==> src/rtl/axi_lite_m1_if.sv <==
// CPU-side request/response port plus the five AXI4-Lite channels of axi_lite_m1.
// The master modport is the manager's view; the slave modport is the core and subordinate side.
interface axi_lite_m1_if #(
  parameter int ADDR_W = 32,
  parameter int DATA_W = 64
);
  localparam int STRB_W = DATA_W / 8;

  // CPU-side request / response
  logic              req_valid;
  logic              req_ready;
  logic              req_wen;
  logic [ADDR_W-1:0] req_addr;
  logic [DATA_W-1:0] req_wdata;
  logic [STRB_W-1:0] req_wstrb;
  logic              resp_valid;
  logic              resp_ready;
  logic [DATA_W-1:0] resp_rdata;
  logic              resp_err;

  // AXI4-Lite read channels
  logic [ADDR_W-1:0] araddr;
  logic              arvalid;
  logic              arready;
  logic [DATA_W-1:0] rdata;
  logic [1:0]        rresp;
  logic              rvalid;
  logic              rready;

  // AXI4-Lite write channels
  logic [ADDR_W-1:0] awaddr;
  logic              awvalid;
  logic              awready;
  logic [DATA_W-1:0] wdata;
  logic [STRB_W-1:0] wstrb;
  logic              wvalid;
  logic              wready;
  logic [1:0]        bresp;
  logic              bvalid;
  logic              bready;

  modport master (
    input  req_valid, req_wen, req_addr, req_wdata, req_wstrb, resp_ready,
    output req_ready, resp_valid, resp_rdata, resp_err,
    output araddr, arvalid, rready, awaddr, awvalid, wdata, wstrb, wvalid, bready,
    input  arready, rdata, rresp, rvalid, awready, wready, bresp, bvalid
  );

  modport slave (
    output req_valid, req_wen, req_addr, req_wdata, req_wstrb, resp_ready,
    input  req_ready, resp_valid, resp_rdata, resp_err,
    input  araddr, arvalid, rready, awaddr, awvalid, wdata, wstrb, wvalid, bready,
    output arready, rdata, rresp, rvalid, awready, wready, bresp, bvalid
  );
endinterface

==> src/rtl/axi_lite_m1.sv <==
// AXI4-Lite manager: turns one CPU request at a time into an AXI-Lite read or write.
// Every handshake is valid/ready: a transfer happens on a rising edge where both are high; a raised valid and its payload hold until that edge.
module axi_lite_m1 #(
  parameter int ADDR_W = 32,
  parameter int DATA_W = 64
) (
  input  logic                clk,
  input  logic                rst,
  axi_lite_m1_if.master       bus,
  output logic [2:0]          dbg_state
);
  localparam int STRB_W = DATA_W / 8;

  typedef enum logic [2:0] {
    IDLE    = 3'd0,
    RD_ADDR = 3'd1,
    RD_DATA = 3'd2,
    WR_REQ  = 3'd3,
    WR_RESP = 3'd4,
    RESP    = 3'd5
  } state_e;

  state_e            state_q, state_d;
  logic              aw_done_q, aw_done_d;
  logic              w_done_q, w_done_d;
  logic              arvalid_q, arvalid_d;
  logic              rready_q, rready_d;
  logic              awvalid_q, awvalid_d;
  logic              wvalid_q, wvalid_d;
  logic              bready_q, bready_d;
  logic              resp_valid_q, resp_valid_d;
  logic              resp_err_q, resp_err_d;
  logic [DATA_W-1:0] resp_rdata_q, resp_rdata_d;
  logic [ADDR_W-1:0] addr_q, addr_d;
  logic [DATA_W-1:0] wdata_q, wdata_d;
  logic [STRB_W-1:0] wstrb_q, wstrb_d;
  logic              accept;

  assign bus.req_ready = (state_q == IDLE) && !rst;
  assign accept        = bus.req_valid && bus.req_ready;

  // State register and all registered outputs
  always_ff @(posedge clk) begin
    if (rst) begin
      state_q      <= IDLE;
      aw_done_q    <= 1'b0;
      w_done_q     <= 1'b0;
      arvalid_q    <= 1'b0;
      rready_q     <= 1'b0;
      awvalid_q    <= 1'b0;
      wvalid_q     <= 1'b0;
      bready_q     <= 1'b0;
      resp_valid_q <= 1'b0;
      resp_err_q   <= 1'b0;
      resp_rdata_q <= '0;
      addr_q       <= '0;
      wdata_q      <= '0;
      wstrb_q      <= '0;
    end else begin
      state_q      <= state_d;
      aw_done_q    <= aw_done_d;
      w_done_q     <= w_done_d;
      arvalid_q    <= arvalid_d;
      rready_q     <= rready_d;
      awvalid_q    <= awvalid_d;
      wvalid_q     <= wvalid_d;
      bready_q     <= bready_d;
      resp_valid_q <= resp_valid_d;
      resp_err_q   <= resp_err_d;
      resp_rdata_q <= resp_rdata_d;
      addr_q       <= addr_d;
      wdata_q      <= wdata_d;
      wstrb_q      <= wstrb_d;
    end
  end

  // Next state; the write channels complete independently, tracked by the done flags
  always_comb begin
    state_d   = state_q;
    aw_done_d = aw_done_q;
    w_done_d  = w_done_q;
    case (state_q)
      IDLE: begin
        if (accept) begin
          state_d   = bus.req_wen ? WR_REQ : RD_ADDR;
          aw_done_d = 1'b0;
          w_done_d  = 1'b0;
        end
      end
      RD_ADDR: if (arvalid_q && bus.arready) state_d = RD_DATA;
      RD_DATA: if (rready_q && bus.rvalid)   state_d = RESP;
      WR_REQ: begin
        aw_done_d = aw_done_q || (awvalid_q && bus.awready);
        w_done_d  = w_done_q  || (wvalid_q  && bus.wready);
        if (aw_done_d && w_done_d) state_d = WR_RESP;
      end
      WR_RESP: if (bready_q && bus.bvalid)   state_d = RESP;
      RESP:    if (resp_valid_q && bus.resp_ready) state_d = IDLE;
      default: state_d = IDLE;
    endcase
  end

  // Outputs are decoded from the next state so they come straight out of flops
  always_comb begin
    arvalid_d    = (state_d == RD_ADDR);
    rready_d     = (state_d == RD_DATA);
    awvalid_d    = (state_d == WR_REQ) && !aw_done_d;
    wvalid_d     = (state_d == WR_REQ) && !w_done_d;
    bready_d     = (state_d == WR_RESP);
    resp_valid_d = (state_d == RESP);
    addr_d       = addr_q;
    wdata_d      = wdata_q;
    wstrb_d      = wstrb_q;
    resp_rdata_d = resp_rdata_q;
    resp_err_d   = resp_err_q;
    if (accept) begin
      addr_d  = bus.req_addr;
      wdata_d = bus.req_wdata;
      wstrb_d = bus.req_wstrb;
    end
    if (state_q == RD_DATA && rready_q && bus.rvalid) begin
      resp_rdata_d = bus.rdata;
      resp_err_d   = (bus.rresp != 2'b00);
    end
    if (state_q == WR_RESP && bready_q && bus.bvalid) begin
      resp_rdata_d = '0;
      resp_err_d   = (bus.bresp != 2'b00);
    end
  end

  assign bus.araddr     = addr_q;
  assign bus.arvalid    = arvalid_q;
  assign bus.rready     = rready_q;
  assign bus.awaddr     = addr_q;
  assign bus.awvalid    = awvalid_q;
  assign bus.wdata      = wdata_q;
  assign bus.wstrb      = wstrb_q;
  assign bus.wvalid     = wvalid_q;
  assign bus.bready     = bready_q;
  assign bus.resp_valid = resp_valid_q;
  assign bus.resp_rdata = resp_rdata_q;
  assign bus.resp_err   = resp_err_q;
  assign dbg_state      = state_q;
endmodule
==> src/flat_wrapper.sv <==
// flat-port wrapper written by rule: the top's interface ports become plain ports
module axi_lite_m1_flat 
#(
  parameter int ADDR_W = 32,
  parameter int DATA_W = 64
)
  (clk, rst, dbg_state, bus_req_valid, bus_req_wen, bus_req_addr, bus_req_wdata, bus_req_wstrb, bus_resp_ready, bus_req_ready, bus_resp_valid, bus_resp_rdata, bus_resp_err, bus_araddr, bus_arvalid, bus_rready, bus_awaddr, bus_awvalid, bus_wdata, bus_wstrb, bus_wvalid, bus_bready, bus_arready, bus_rdata, bus_rresp, bus_rvalid, bus_awready, bus_wready, bus_bresp, bus_bvalid);
  axi_lite_m1_if #(.ADDR_W(ADDR_W), .DATA_W(DATA_W)) bus_i ();
  input  logic clk;
  input  logic rst;
  output logic [2:0] dbg_state;
  input wire logic [$bits(bus_i.req_valid)-1:0] bus_req_valid;
  input wire logic [$bits(bus_i.req_wen)-1:0] bus_req_wen;
  input wire logic [$bits(bus_i.req_addr)-1:0] bus_req_addr;
  input wire logic [$bits(bus_i.req_wdata)-1:0] bus_req_wdata;
  input wire logic [$bits(bus_i.req_wstrb)-1:0] bus_req_wstrb;
  input wire logic [$bits(bus_i.resp_ready)-1:0] bus_resp_ready;
  output wire logic [$bits(bus_i.req_ready)-1:0] bus_req_ready;
  output wire logic [$bits(bus_i.resp_valid)-1:0] bus_resp_valid;
  output wire logic [$bits(bus_i.resp_rdata)-1:0] bus_resp_rdata;
  output wire logic [$bits(bus_i.resp_err)-1:0] bus_resp_err;
  output wire logic [$bits(bus_i.araddr)-1:0] bus_araddr;
  output wire logic [$bits(bus_i.arvalid)-1:0] bus_arvalid;
  output wire logic [$bits(bus_i.rready)-1:0] bus_rready;
  output wire logic [$bits(bus_i.awaddr)-1:0] bus_awaddr;
  output wire logic [$bits(bus_i.awvalid)-1:0] bus_awvalid;
  output wire logic [$bits(bus_i.wdata)-1:0] bus_wdata;
  output wire logic [$bits(bus_i.wstrb)-1:0] bus_wstrb;
  output wire logic [$bits(bus_i.wvalid)-1:0] bus_wvalid;
  output wire logic [$bits(bus_i.bready)-1:0] bus_bready;
  input wire logic [$bits(bus_i.arready)-1:0] bus_arready;
  input wire logic [$bits(bus_i.rdata)-1:0] bus_rdata;
  input wire logic [$bits(bus_i.rresp)-1:0] bus_rresp;
  input wire logic [$bits(bus_i.rvalid)-1:0] bus_rvalid;
  input wire logic [$bits(bus_i.awready)-1:0] bus_awready;
  input wire logic [$bits(bus_i.wready)-1:0] bus_wready;
  input wire logic [$bits(bus_i.bresp)-1:0] bus_bresp;
  input wire logic [$bits(bus_i.bvalid)-1:0] bus_bvalid;
  assign bus_i.req_valid = bus_req_valid;
  assign bus_i.req_wen = bus_req_wen;
  assign bus_i.req_addr = bus_req_addr;
  assign bus_i.req_wdata = bus_req_wdata;
  assign bus_i.req_wstrb = bus_req_wstrb;
  assign bus_i.resp_ready = bus_resp_ready;
  assign bus_req_ready = bus_i.req_ready;
  assign bus_resp_valid = bus_i.resp_valid;
  assign bus_resp_rdata = bus_i.resp_rdata;
  assign bus_resp_err = bus_i.resp_err;
  assign bus_araddr = bus_i.araddr;
  assign bus_arvalid = bus_i.arvalid;
  assign bus_rready = bus_i.rready;
  assign bus_awaddr = bus_i.awaddr;
  assign bus_awvalid = bus_i.awvalid;
  assign bus_wdata = bus_i.wdata;
  assign bus_wstrb = bus_i.wstrb;
  assign bus_wvalid = bus_i.wvalid;
  assign bus_bready = bus_i.bready;
  assign bus_i.arready = bus_arready;
  assign bus_i.rdata = bus_rdata;
  assign bus_i.rresp = bus_rresp;
  assign bus_i.rvalid = bus_rvalid;
  assign bus_i.awready = bus_awready;
  assign bus_i.wready = bus_wready;
  assign bus_i.bresp = bus_bresp;
  assign bus_i.bvalid = bus_bvalid;
  axi_lite_m1 #(.ADDR_W(ADDR_W), .DATA_W(DATA_W)) u_core (.clk(clk), .rst(rst), .bus(bus_i), .dbg_state(dbg_state));
endmodule
==> config.mk <==
export PLATFORM = sky130hd
export DESIGN_NAME = axi_lite_m1_flat
export DESIGN_NICKNAME = d
export VERILOG_FILES = /design/src/rtl/axi_lite_m1_if.sv /design/src/rtl/axi_lite_m1.sv /design/src/flat_wrapper.sv
export SDC_FILE = /design/constraint.sdc
export NUM_CORES = 1
export LEC_CHECK = 0
export BUFFER_PORTS_ARGS = -buffer_cell sky130_fd_sc_hd__buf_2
export CAP_MARGIN = 20
export CORE_ASPECT_RATIO = 0.5
export CORE_MARGIN = 10
export CORE_UTILIZATION = 30
export DETAILED_ROUTE_END_ITERATION = 7
export PLACE_DENSITY = 0.64
export SLEW_MARGIN = 30
export SYNTH_ARGS = -nofsm -noshare
export SYNTH_HDL_FRONTEND = slang
export SYNTH_SLANG_ARGS = --single-unit
==> constraint.sdc <==
create_clock -name clk -period 2 [get_ports clk]
set_clock_uncertainty 0.1 [all_clocks]
set_input_delay 0.1 -clock clk [delete_from_list [all_inputs] [get_ports clk]]
set_output_delay 0.1 -clock clk [all_outputs]
set_load 0.005 [all_outputs]
# Yosys cells after proc, flatten, opt, wreduce, memory -nomap -nowiden
# Cells that the tools add are included.
# Widths: inputs -> output; s select.
# totals
in_bits	182
out_inout_bits	211
ff_bits	180
# op_classes
mux	14
reduce_logical	25
eq_ne	10
# ops
op	n
$mux 3	6
$pmux 3 s6	1
$logic_and 1x1->1	15
$eq 3x2->1 const B	4
$eq 3x3->1 const B	4
$eq 3x1->1 const B	2
$reduce_bool 2->1	3
$mux 1	4
$pmux 1 s2	2
$logic_not 1->1	3
$logic_not 3->1	1
$logic_or 1x1->1	2
$mux 2	1
$reduce_or 2->1	1

# Logic depth before layout (Yosys ltp)
# Gate-level depths: netlist of the first run.
# logic_depth
ltp_word	7
ltp_mapped	7
ltp_nobuf	4

# Worst setup path before layout of the first run
# Ideal clock, no wire load.
# synth_path
path_kind	flip-flop to flip-flop
start	reg u_core.state_q[2], in the netlist u_core.dbg_state[2]
end	reg u_core.wdata_q[10], in the netlist u_core.bus.wdata[10]
arrival_ns	1.407
setup_ns	0.112
slack_ns	0.381
stages_incl_launch_ff	7
period_less_slack_ns	1.619
cell_sequence	dfxtp_1 -> nor4_4 -> nand2_1 -> clkbuf_1 -> buf_2 -> nand3b_1 -> nand2_1
# synth_via
elab_chain_cells	3
# synth_lines
item	line_no	source
start, declared	axi_lite_m1.sv:23	state_e state_q, state_d;
start signal, assigned	axi_lite_m1.sv:60	state_q <= state_d;
$logic_not 3->1	axi_lite_m1.sv:39	assign bus.req_ready = (state_q == IDLE) && !rst;
$logic_and 1x1->1	axi_lite_m1.sv:39	
via bus_req_ready	flat_wrapper.sv:18	output wire logic [$bits(bus_i.req_ready)-1:0] bus_req_ready;
$logic_and 1x1->1	axi_lite_m1.sv:40	assign accept = bus.req_valid && bus.req_ready;
end signal, assigned	axi_lite_m1.sv:72	wdata_q <= wdata_d;
end, declared	axi_lite_m1.sv:35	logic [DATA_W-1:0] wdata_q, wdata_d;
# The timed path passes the listed nets, and every way through them passes these cells.
# A chain may end at the register's enable or synchronous reset.

# Worst setup path after layout of the first run
# layout_path
start	reg u_core.state_q[1], in the netlist u_core.dbg_state[1]
end	reg u_core.resp_rdata_q[25], in the netlist u_core.bus.resp_rdata[25]
# layout_via
elab_chain_cells	4
# layout_lines
item	line_no	source
$eq 3x3->1	axi_lite_m1.sv:125	if (state_q == WR_RESP && bready_q && bus.bvalid) begin
$logic_and 1x1->1 (2 in a row)	axi_lite_m1.sv:125	
$reduce_or 2->1 (no line)	-	
end signal, assigned	axi_lite_m1.sv:70	resp_rdata_q <= resp_rdata_d;
end, declared	axi_lite_m1.sv:33	logic [DATA_W-1:0] resp_rdata_q, resp_rdata_d;
# Parallel ways exist; a longest one is shown, timed or not.

==> results of run 1 <==
final timing paths:
check | cells after the start | slack [ps] | startpoint | end
setup / recovery | 5 | 130 | u_core.dbg_state[1] | u_core.bus.resp_rdata[25]
setup reg to reg | 5 | 130 | u_core.dbg_state[1] | u_core.bus.resp_rdata[25]
hold reg to reg | 2 | 350 | u_core.bus.resp_rdata[36] | u_core.bus.resp_rdata[36]
hold / removal | 4 | 60 | bus_req_valid | u_core.bus.arvalid
routing by layer:
metal,track usage [%],part of all wire (%)
met4,11.0,4.6
met1,18.1,36
met2,33.5,54
met5,0,0
met3,4.27,4.9
through the flow:
stage | setup WS, ps | hold slack [ps] | utilization (%) | area (sq um) | cells
finish | 135 | 59.3 | 51.0 | 11200 | 1650
global route | 30.8 | 61.6 | 51.0 | 11200 | 1648
CTS | 157 | 13.5 | 51.0 | 11200 | 1644
detailed placement | 189 | 186 | 40.1 | 8810 | 1437
global placement | 315 | 182 | 40.1 | 8810 | 1437
floorplan | 381 | 98.9 | - | 6800 | 821
logic make-up after synthesis:
kind of cell	share of synthesized area, %
AO/OA/AOI/OAI	6.09
buffers and inverters	7.71
flip-flops	53.0
AND/OR/NAND/NOR	33.2
flip-flops by register name, summed over array words and instances (netlist names), 3 cells and up:
name and count:
u_core.bus.wdata 64, u_core.bus.araddr 32, u_core.bus.wstrb 8, u_core.bus.resp_rdata 64
u_core.dbg_state 3
tightest hold or removal path: cells and delay by family:
| family | cells | cell delay [ps] |
|---|---|---|
| AND/OR/NAND/NOR | 3 | 310 |
| buffers and inverters | 1 | 140 |
where the power goes:
part           leakage [uW]  switching, uW  internal [uW]
sequential          0.00147            136           3790
clock              0.000292           1400           2050
combinational       0.00379            576            699
area by class of cell:
cell class	count	area, sq um
antenna	6	15.0
clock buffer	22	474
clock inverter	7	125
fill	2018	10800
inverter	1	3.75
multi-input combinational	552	2690
sequential	180	3600
tap	300	375
timing repair buffer	582	3920
synth_stat cells, drive strengths merged (2+ instances only):
library cell | n | area share (%)
dfxtp | 180 | 53
nor2 | 7 | 0.39
nor3 | 4 | 0.29
nand3b | 104 | 11
nor2b | 2 | 0.18
a21oi | 67 | 4.9
nand3 | 5 | 0.37
a31oi | 2 | 0.18
nand2 | 341 | 19
buf | 65 | 6.4
nor3b | 2 | 0.29
o21ai | 2 | 0.15
and2 | 2 | 0.18
clkbuf | 23 | 1.3
timing repair:
action                                  in CTS  in global routing
hold buffers                               178                  0
hold endpoints to repair                   176                  0
endpoints found under the setup margin       0                  0
setup buffers                                0                  0
==> out/qor.txt, run 1 <==
Remaining DRCs: 0
Tcrit/Tclk final: 93.3%
nets@finish: 1516
min Tclk post-route: 1870 ps
number of detailed-route iterations in the first pass: 6
mean post-synth cell area: 8.28 sq um
Worst Tran Pin Value: 475 ps
clock slew at reported path FFs: 70 ps
die height: 126 um
Worst setup EP type: flip-flop
share of layout cells above drive strength 1: 32.7%
overall power: 8660 uW
final setup fails: 0
outcome: complete, no violations
WL per Instance: 16.7 um
sequential fraction of the synthesis area: 53.0%
crit path max fanout: 48
largest net degree at the start of global routing: 115
Max Cap Viol: 0
PortBufs: 392
routed via count: 7511
critical path class: flip-flop to flip-flop
CP Cell Sequence: nor3b_2 > and2b_2 > buf_12 > nand2_1 > a21oi_1
CP bufs+invs: 1
GP Congestion: 0.942
Post-synth EDFFs: 0
Max Root-Sink Buffers: 2
CP delay by family, top: simple AND/OR/NAND/NOR gates
VDD IR-drop max: 501 uV
via/cell ratio: 4.55
later-pin clock latency in the skew report: 430 ps
Post-DRT Antenna Nets: 0
most common cell after layout, fill and taps aside: buf_2
Async S/R FF share, synth: 0%
setup_tns: 0 ps
Mapped Nets: 1003
initial drt markers: 463
Total GRT Usage: 18.0%
Final Slew Violations: 0
CTS tree: built
htree depth: 4
WP data required: 2260 ps
clk sinks: 180
CORE AREA: 22000 sq um
CP startpoint kind: flip-flop
Total Die Area: 29500 sq um
first-pass GRT wire length: 42300 um
cell area power density: 773 nW/um^2
Area Overhead vs Synth: 64.9%
Die Span X: 233 um
Starting Density: 31.0%
Hold Vio Cnt, Final: 0
Seq cells post-synth: 180
total gr overflow: 0
ys flop type: dfxtp_1
CTS resizes: 0
relative slew slack: 68.3%
CTS buffer count: 17
# IOs: 393
cells after synthesis: 821
min-delay worst type: primary input to flip-flop
vias in the first global route: 7682
LEAKAGE: 0.00555 uW
Synth Cell Area: 6800 sq um
commonest non-fill, non-tap cells in the layout: 392 x buf_2, 340 x nand2_1, 180 x dfxtp_1, 178 x dlygate4sd3_1, 104 x nand3b_1
Yosys cell types: 33
clk root buf: clkbuf_16
Max Clk Rate: 536 MHz
post-detail-place hpwl: 18700 um
WP data arrival: 2130 ps
initial antenna violation count: 4
CP peak stage delay: 500 ps
final WL: 27600 um
Placement Rows: 38
yosys warns: 0
unrepaired setup endpoints after global routing: false
Crit-path slowest cell: dfxtp_1
(Power assumes the default switching activity.)
==> inputs of run 2 (changes only) <==
--- a/config.mk
+++ b/config.mk
@@ -5,13 +5,14 @@
 export SDC_FILE = /design/constraint.sdc
 export NUM_CORES = 1
 export LEC_CHECK = 0
+export ABC_AREA = 1
 export BUFFER_PORTS_ARGS = -buffer_cell sky130_fd_sc_hd__buf_2
 export CAP_MARGIN = 20
 export CORE_ASPECT_RATIO = 0.5
 export CORE_MARGIN = 10
 export CORE_UTILIZATION = 30
 export DETAILED_ROUTE_END_ITERATION = 7
-export PLACE_DENSITY = 0.64
+export PLACE_DENSITY = 0.65
 export SLEW_MARGIN = 30
 export SYNTH_ARGS = -nofsm -noshare
 export SYNTH_HDL_FRONTEND = slang
==> run 2 against run 1 <==
Via count rose by 1.6%. Routed wire length rose by 1.2%. Die area fell by 2.3%. Combinational power barely moved. First-iteration DRC count rose by 14%. Maximum frequency rose by 1.6%. Critical path depth rose by 4. Largest power group unchanged.
==> out/qor.txt, run 2 <==
outcome: complete, no violations
commonest non-fill, non-tap cells in the layout: 392 x buf_2, 366 x nand2_1, 177 x dfxtp_1, 175 x dlygate4sd3_1, 111 x nand3_1
sw frac: 26.5%
placed inst area: 8550 sq um
Die Span X: 230 um
sequential share of power: 45.8%
mean post-synth cell area: 7.77 sq um
most common cell after layout, fill and taps aside: buf_2
yosys warns: 0
CORE AREA: 21700 sq um
cells after synthesis: 853
Starting Density: 30.6%
initial drt markers: 529
post-detail-place hpwl: 19200 um
via/cell ratio: 4.53
nets@finish: 1546
final core utilization: 50.4%
WP data arrival: 2110 ps
clk sinks: 180
first-pass GRT wire length: 42200 um
CTS tree: built
CTS buffer count: 17
Synth area leader: dfxtp_1
share of layout cells above drive strength 1: 32.4%
WP data required: 2280 ps
min-delay worst type: primary input to flip-flop
final WL: 28000 um
top cell type's share of synthesized area: 54.4%
Max Clk Rate: 545 MHz
Comb pwr share: 14.5%
Yosys cell types: 18
initial antenna violation count: 7
GP Congestion: 0.924
crit path max fanout: 6
# IOs: 393
clock slew at reported path FFs: 70 ps
Synth Cell Area: 6620 sq um
sequential fraction of the synthesis area: 54.4%
Commonest cells post-synth: 367 x nand2_1, 180 x dfxtp_1, 111 x nand3_1
Async S/R FF share, synth: 0%
met1 Usage GRT: 17.7%
total gr overflow: 0
Worst setup EP type: flip-flop
later-pin clock latency in the skew report: 430 ps
GR peak layer: met2
Total Die Area: 28800 sq um
Mapped Nets: 1035
clk root buf: clkbuf_16
routed via count: 7631
setup_tns: 0 ps
largest net degree at the start of global routing: 66
final setup fails: 0
CP startpoint kind: flip-flop
Worst Tran Pin Value: 649 ps
Max Cap Viol: 0
Power Internal: 6330 uW
Hold Vio Cnt, Final: 0
Final Slew Violations: 0
ranking of synthesized cells by area: dfxtp_1 54%, nand2_1 21%, nand3_1 8.4%
VDD IR-drop max: 491 uV
Clock power frac: 39.7%
Post-synth EDFFs: 0
unrepaired setup endpoints after global routing: false
min Tclk post-route: 1840 ps
cell area power density: 787 nW/um^2
vias in the first global route: 7570
PortBufs: 392
relative slew slack: 56.7%
htree depth: 4
Remaining DRCs: 0
met2 Use GR: 35.2%
post-layout instance area: 10900 sq um
Total GRT Usage: 18.3%
Placement Rows: 38
met3 Use GR: 4.88%
Seq cells post-synth: 180
Area Overhead vs Synth: 65.1%
count leader, synth: nand2_1
critical path class: flip-flop to flip-flop
LEAKAGE: 0.00559 uW
Post-DRT Antenna Nets: 0
switching pwr: 2280 uW
number of detailed-route iterations in the first pass: 5
ys flop type: dfxtp_1
WL per Instance: 16.6 um
Max Root-Sink Buffers: 2
die height: 125 um
Tcrit/Tclk final: 91.8%
Layout fillers: 2047
[run 2: changes by cell type in the layout (fill, tap and decap cells not counted), sizes merged, moves of 3 or more]
cell         before  now
nand3             5  113
nand3b          104    0
nand2           341  367
inv               1   19
nor2              7   19
clkbuf           22   17
nor3              4    0
clkinvlp          0    3
dlygate4sd3     178  175
o21ai             2    5
[run 2: area by class of cell]
type | count | area, sq um | share of cell area, %
inverter | 15 | 60.1 | 0.549
clock buffer | 17 | 425 | 3.89
antenna | 8 | 20.0 | 0.183
timing repair buffer | 578 | 3860 | 35.3
multi-input combinational | 572 | 2410 | 22.1
sequential | 180 | 3610 | 33.0
tap | 300 | 375 | 3.43
clock inverter | 15 | 176 | 1.61
[run 2: repair_timing]
| item | 4_1_cts | 5_1_grt |
|---|---|---|
| hold buffers | 175 | 0 |
| setup buffers | 0 | 0 |
| resized for setup | 0 | 5 |
| hold endpoints to repair | 177 | 0 |
| setup endpoints to repair | 0 | 1 |
[run 2: per-stage QoR]
stage	hold WS [ps]	setup slack, ps	power [uW]	instances
6_report	35.8	164	8600	1685
5_1_grt	37.4	9.42	8980	1684
4_1_cts	10.3	56.1	8680	1677
3_5_place_dp	196	326	4980	1470
3_3_place_gp	193	354	4950	1470
2_1_floorplan	69.1	591	4460	853
[run 2: path summary, 6_finish.rpt]
check,start,to,slack (ps),cells past startpoint
setup / recovery,u_core.dbg_state[1],u_core.bus.resp_err,160,9
hold / removal,bus_arready,u_core.bus.arvalid,40,6
setup reg to reg,u_core.dbg_state[1],u_core.bus.resp_err,160,9
hold reg to reg,u_core.bus.wdata[22],u_core.bus.wdata[22],360,2
[run 2: per-layer routing]
layer,wire length [um],vias up
met4,1100,0
met5,0,-
met1,9910,3551
met2,15400,295
met3,1510,76
li1,-,3709
[run 2: power groups by stage]
| stage | Clock, uW | Combinational, uW | Sequential, uW |
|---|---|---|---|
| 6_report | 3420 | 1250 | 3940 |
| 3_3_place_gp | 0 | 952 | 4000 |
| 5_1_grt | 3660 | 1360 | 3960 |
| 4_1_cts | 3510 | 1240 | 3930 |
| 3_5_place_dp | 0 | 966 | 4010 |
| 2_1_floorplan | 0 | 449 | 4010 |
[run 2: logic make-up after synthesis]
kind of cell           share of synthesized area, %
AND/OR/NAND/NOR                                30.8
flip-flops                                     54.4
buffers and inverters                          9.44
AO/OA/AOI/OAI                                  5.36
[run 2: worst max-delay path, cell delays in order, from the launching register on]
cell and delay [ps]:
dfxtp_2 380, inv_2 50, nor2_2 140, nand3_4 140, inv_4 110, o21ai_0 80
dlygate4sd3_1 560, nand2_1 60, o21ai_0 70, inv_1 90
==> inputs of run 3 (changes only) <==
--- a/config.mk
+++ b/config.mk
@@ -11,6 +11,7 @@
 export CORE_ASPECT_RATIO = 0.5
 export CORE_MARGIN = 10
 export CORE_UTILIZATION = 30
+export CTS_BUF_LIST = sky130_fd_sc_hd__clkbuf_4 sky130_fd_sc_hd__clkbuf_8
 export DETAILED_ROUTE_END_ITERATION = 7
 export PLACE_DENSITY = 0.65
 export SLEW_MARGIN = 30
==> run 3 against run 2 <==
Flip-flop and latch count unchanged. First-iteration DRC count up 12%. Worst setup slack got worse by 62 ps. Largest cell class unchanged. Largest power group unchanged. Highest routed layer unchanged.
==> out/qor.txt, run 3 (synthesis results as in run 2) <==
outcome: complete, no violations
post-layout instance area: 10900 sq um
most common cell after layout, fill and taps aside: buf_2
sequential share of power: 50.5%
Met1 Wirelength: 10200 um
nets@finish: 1556
Total Die Area: 28800 sq um
Crit-path slowest cell: dlygate4sd3_1
commonest non-fill, non-tap cells in the layout: 392 x buf_2, 366 x nand2_1, 183 x dlygate4sd3_1, 177 x dfxtp_1, 111 x nand3_1
number of detailed-route iterations in the first pass: 5
CP bufs+invs: 1
critical path class: flip-flop to flip-flop
final WL: 28500 um
relative slew slack: 55.3%
CP delay by family, top: simple AND/OR/NAND/NOR gates
crit path max fanout: 6
min Tclk post-route: 1900 ps
WL per Instance: 16.8 um
CTS tree: built
placed inst area: 8550 sq um
Clock power frac: 33.2%
clock slew at reported path FFs: 100 ps
initial antenna violation count: 5
Worst setup EP type: flip-flop
min-delay worst type: primary input to flip-flop
met2 wire len: 15700 um
Comb pwr share: 16.3%
largest net degree at the start of global routing: 66
via/cell ratio: 4.55
VDD IR-drop max: 634 uV
vias in the first global route: 7655
Starting Density: 30.6%
GP Congestion: 0.924
share of layout cells above drive strength 1: 32.4%
Worst Tran Pin Value: 670 ps
Top Metal Used: met4
Max Clk Rate: 527 MHz
met3 WL: 1580 um
Final Slew Violations: 0
sw frac: 28.2%
CP peak stage delay: 550 ps
# IOs: 393
cell area power density: 718 nW/um^2
Post-DRT Antenna Nets: 0
die height: 125 um
CORE AREA: 21700 sq um
crit-path most repeated cell: nand2_1
switching pwr: 2200 uW
PortBufs: 392
post-detail-place hpwl: 19200 um
Max Root-Sink Buffers: 2
CP startpoint kind: flip-flop
setup_tns: 0 ps
routed via count: 7703
WHS: 92.1 ps
initial drt markers: 593
Remaining DRCs: 0
htree depth: 4
first-pass GRT wire length: 42700 um
CTS buffer count: 17
CP Cell Sequence: nand2_1 > nor2_1 > nand2_1 > nand2_1 > nor2_1 > dlygate4sd3_1 > nand2_1 > nor2_1
Placement Rows: 38
Total GRT Usage: 18.6%
WP data required: 2270 ps
Max Cap Viol: 0
final setup fails: 0
Hold Vio Cnt, Final: 0
Power Internal: 5600 uW
Die Span X: 230 um
clk root buf: clkbuf_8
later-pin clock latency in the skew report: 490 ps
Area Overhead vs Synth: 63.9%
Tcrit/Tclk final: 94.9%
total gr overflow: 0
WP data arrival: 2170 ps
clk sinks: 180
LEAKAGE: 0.00556 uW
unrepaired setup endpoints after global routing: false
run 3: cell type report:
| class | instances | area, sq um |
|---|---|---|
| diodes | 6 | 15.0 |
| well taps | 300 | 375 |
| fillers | 2040 | 10800 |
| repair buffers | 588 | 3970 |
| clock inverters | 15 | 176 |
| flip-flops and latches | 180 | 3610 |
| inverters | 15 | 60.1 |
| clock buffers | 17 | 234 |
| multi-input cells | 572 | 2410 |
run 3: path summary, 6_finish.rpt:
check / end / start / cells past startpoint / slack [ps]
worst min register to register: u_core.bus.wdata[22] / u_core.bus.wdata[22] / 2 / 370
worst max register to register: u_core.bus.resp_valid / u_core.dbg_state[0] / 8 / 100
worst min-delay path: u_core.dbg_state[1] / bus_rvalid / 6 / 90
worst max-delay path: u_core.bus.resp_valid / u_core.dbg_state[0] / 8 / 100
run 3: layer usage:
metal / vias to the layer above / track usage [%]
met2: 300 / 35.5
met3: 75 / 4.74
met4: 0 / 9.92
met5: - / 0
met1: 3605 / 18.2
li1: 3723 / -
run 3: worst min-delay path, delay by kind of cell:
family	cells	cell delay, ps
simple gates	3	260
compound gates	1	130
buf+inv	2	160
run 3: power by group through the flow:
stage | Sequential [uW] | Combinational, uW | Clock (uW)
3_3_place_gp | 4000 | 952 | 0
3_5_place_dp | 4010 | 966 | 0
2_1_floorplan | 4010 | 449 | 0
5_1_grt | 3960 | 1380 | 2830
4_1_cts | 3930 | 1260 | 2670
6_report | 3940 | 1270 | 2590
run 3: timing repair:
action,in CTS,in global routing
hold buffers,183,0
endpoints found under the hold margin,178,0
buffers inserted,0,1
resized for setup,0,7
endpoints found under the setup margin,0,6
run 3: per-stage QoR:
step	total power (uW)	utilization (%)	setup WS, ps	std cells
floorplan	4460	-	591	853
global placement	4950	39.4	354	1470
CTS	7860	49.8	7.56	1685
detailed placement	4980	39.4	326	1470
global route	8160	50.1	3.32	1692
finish	7800	50.1	102	1693
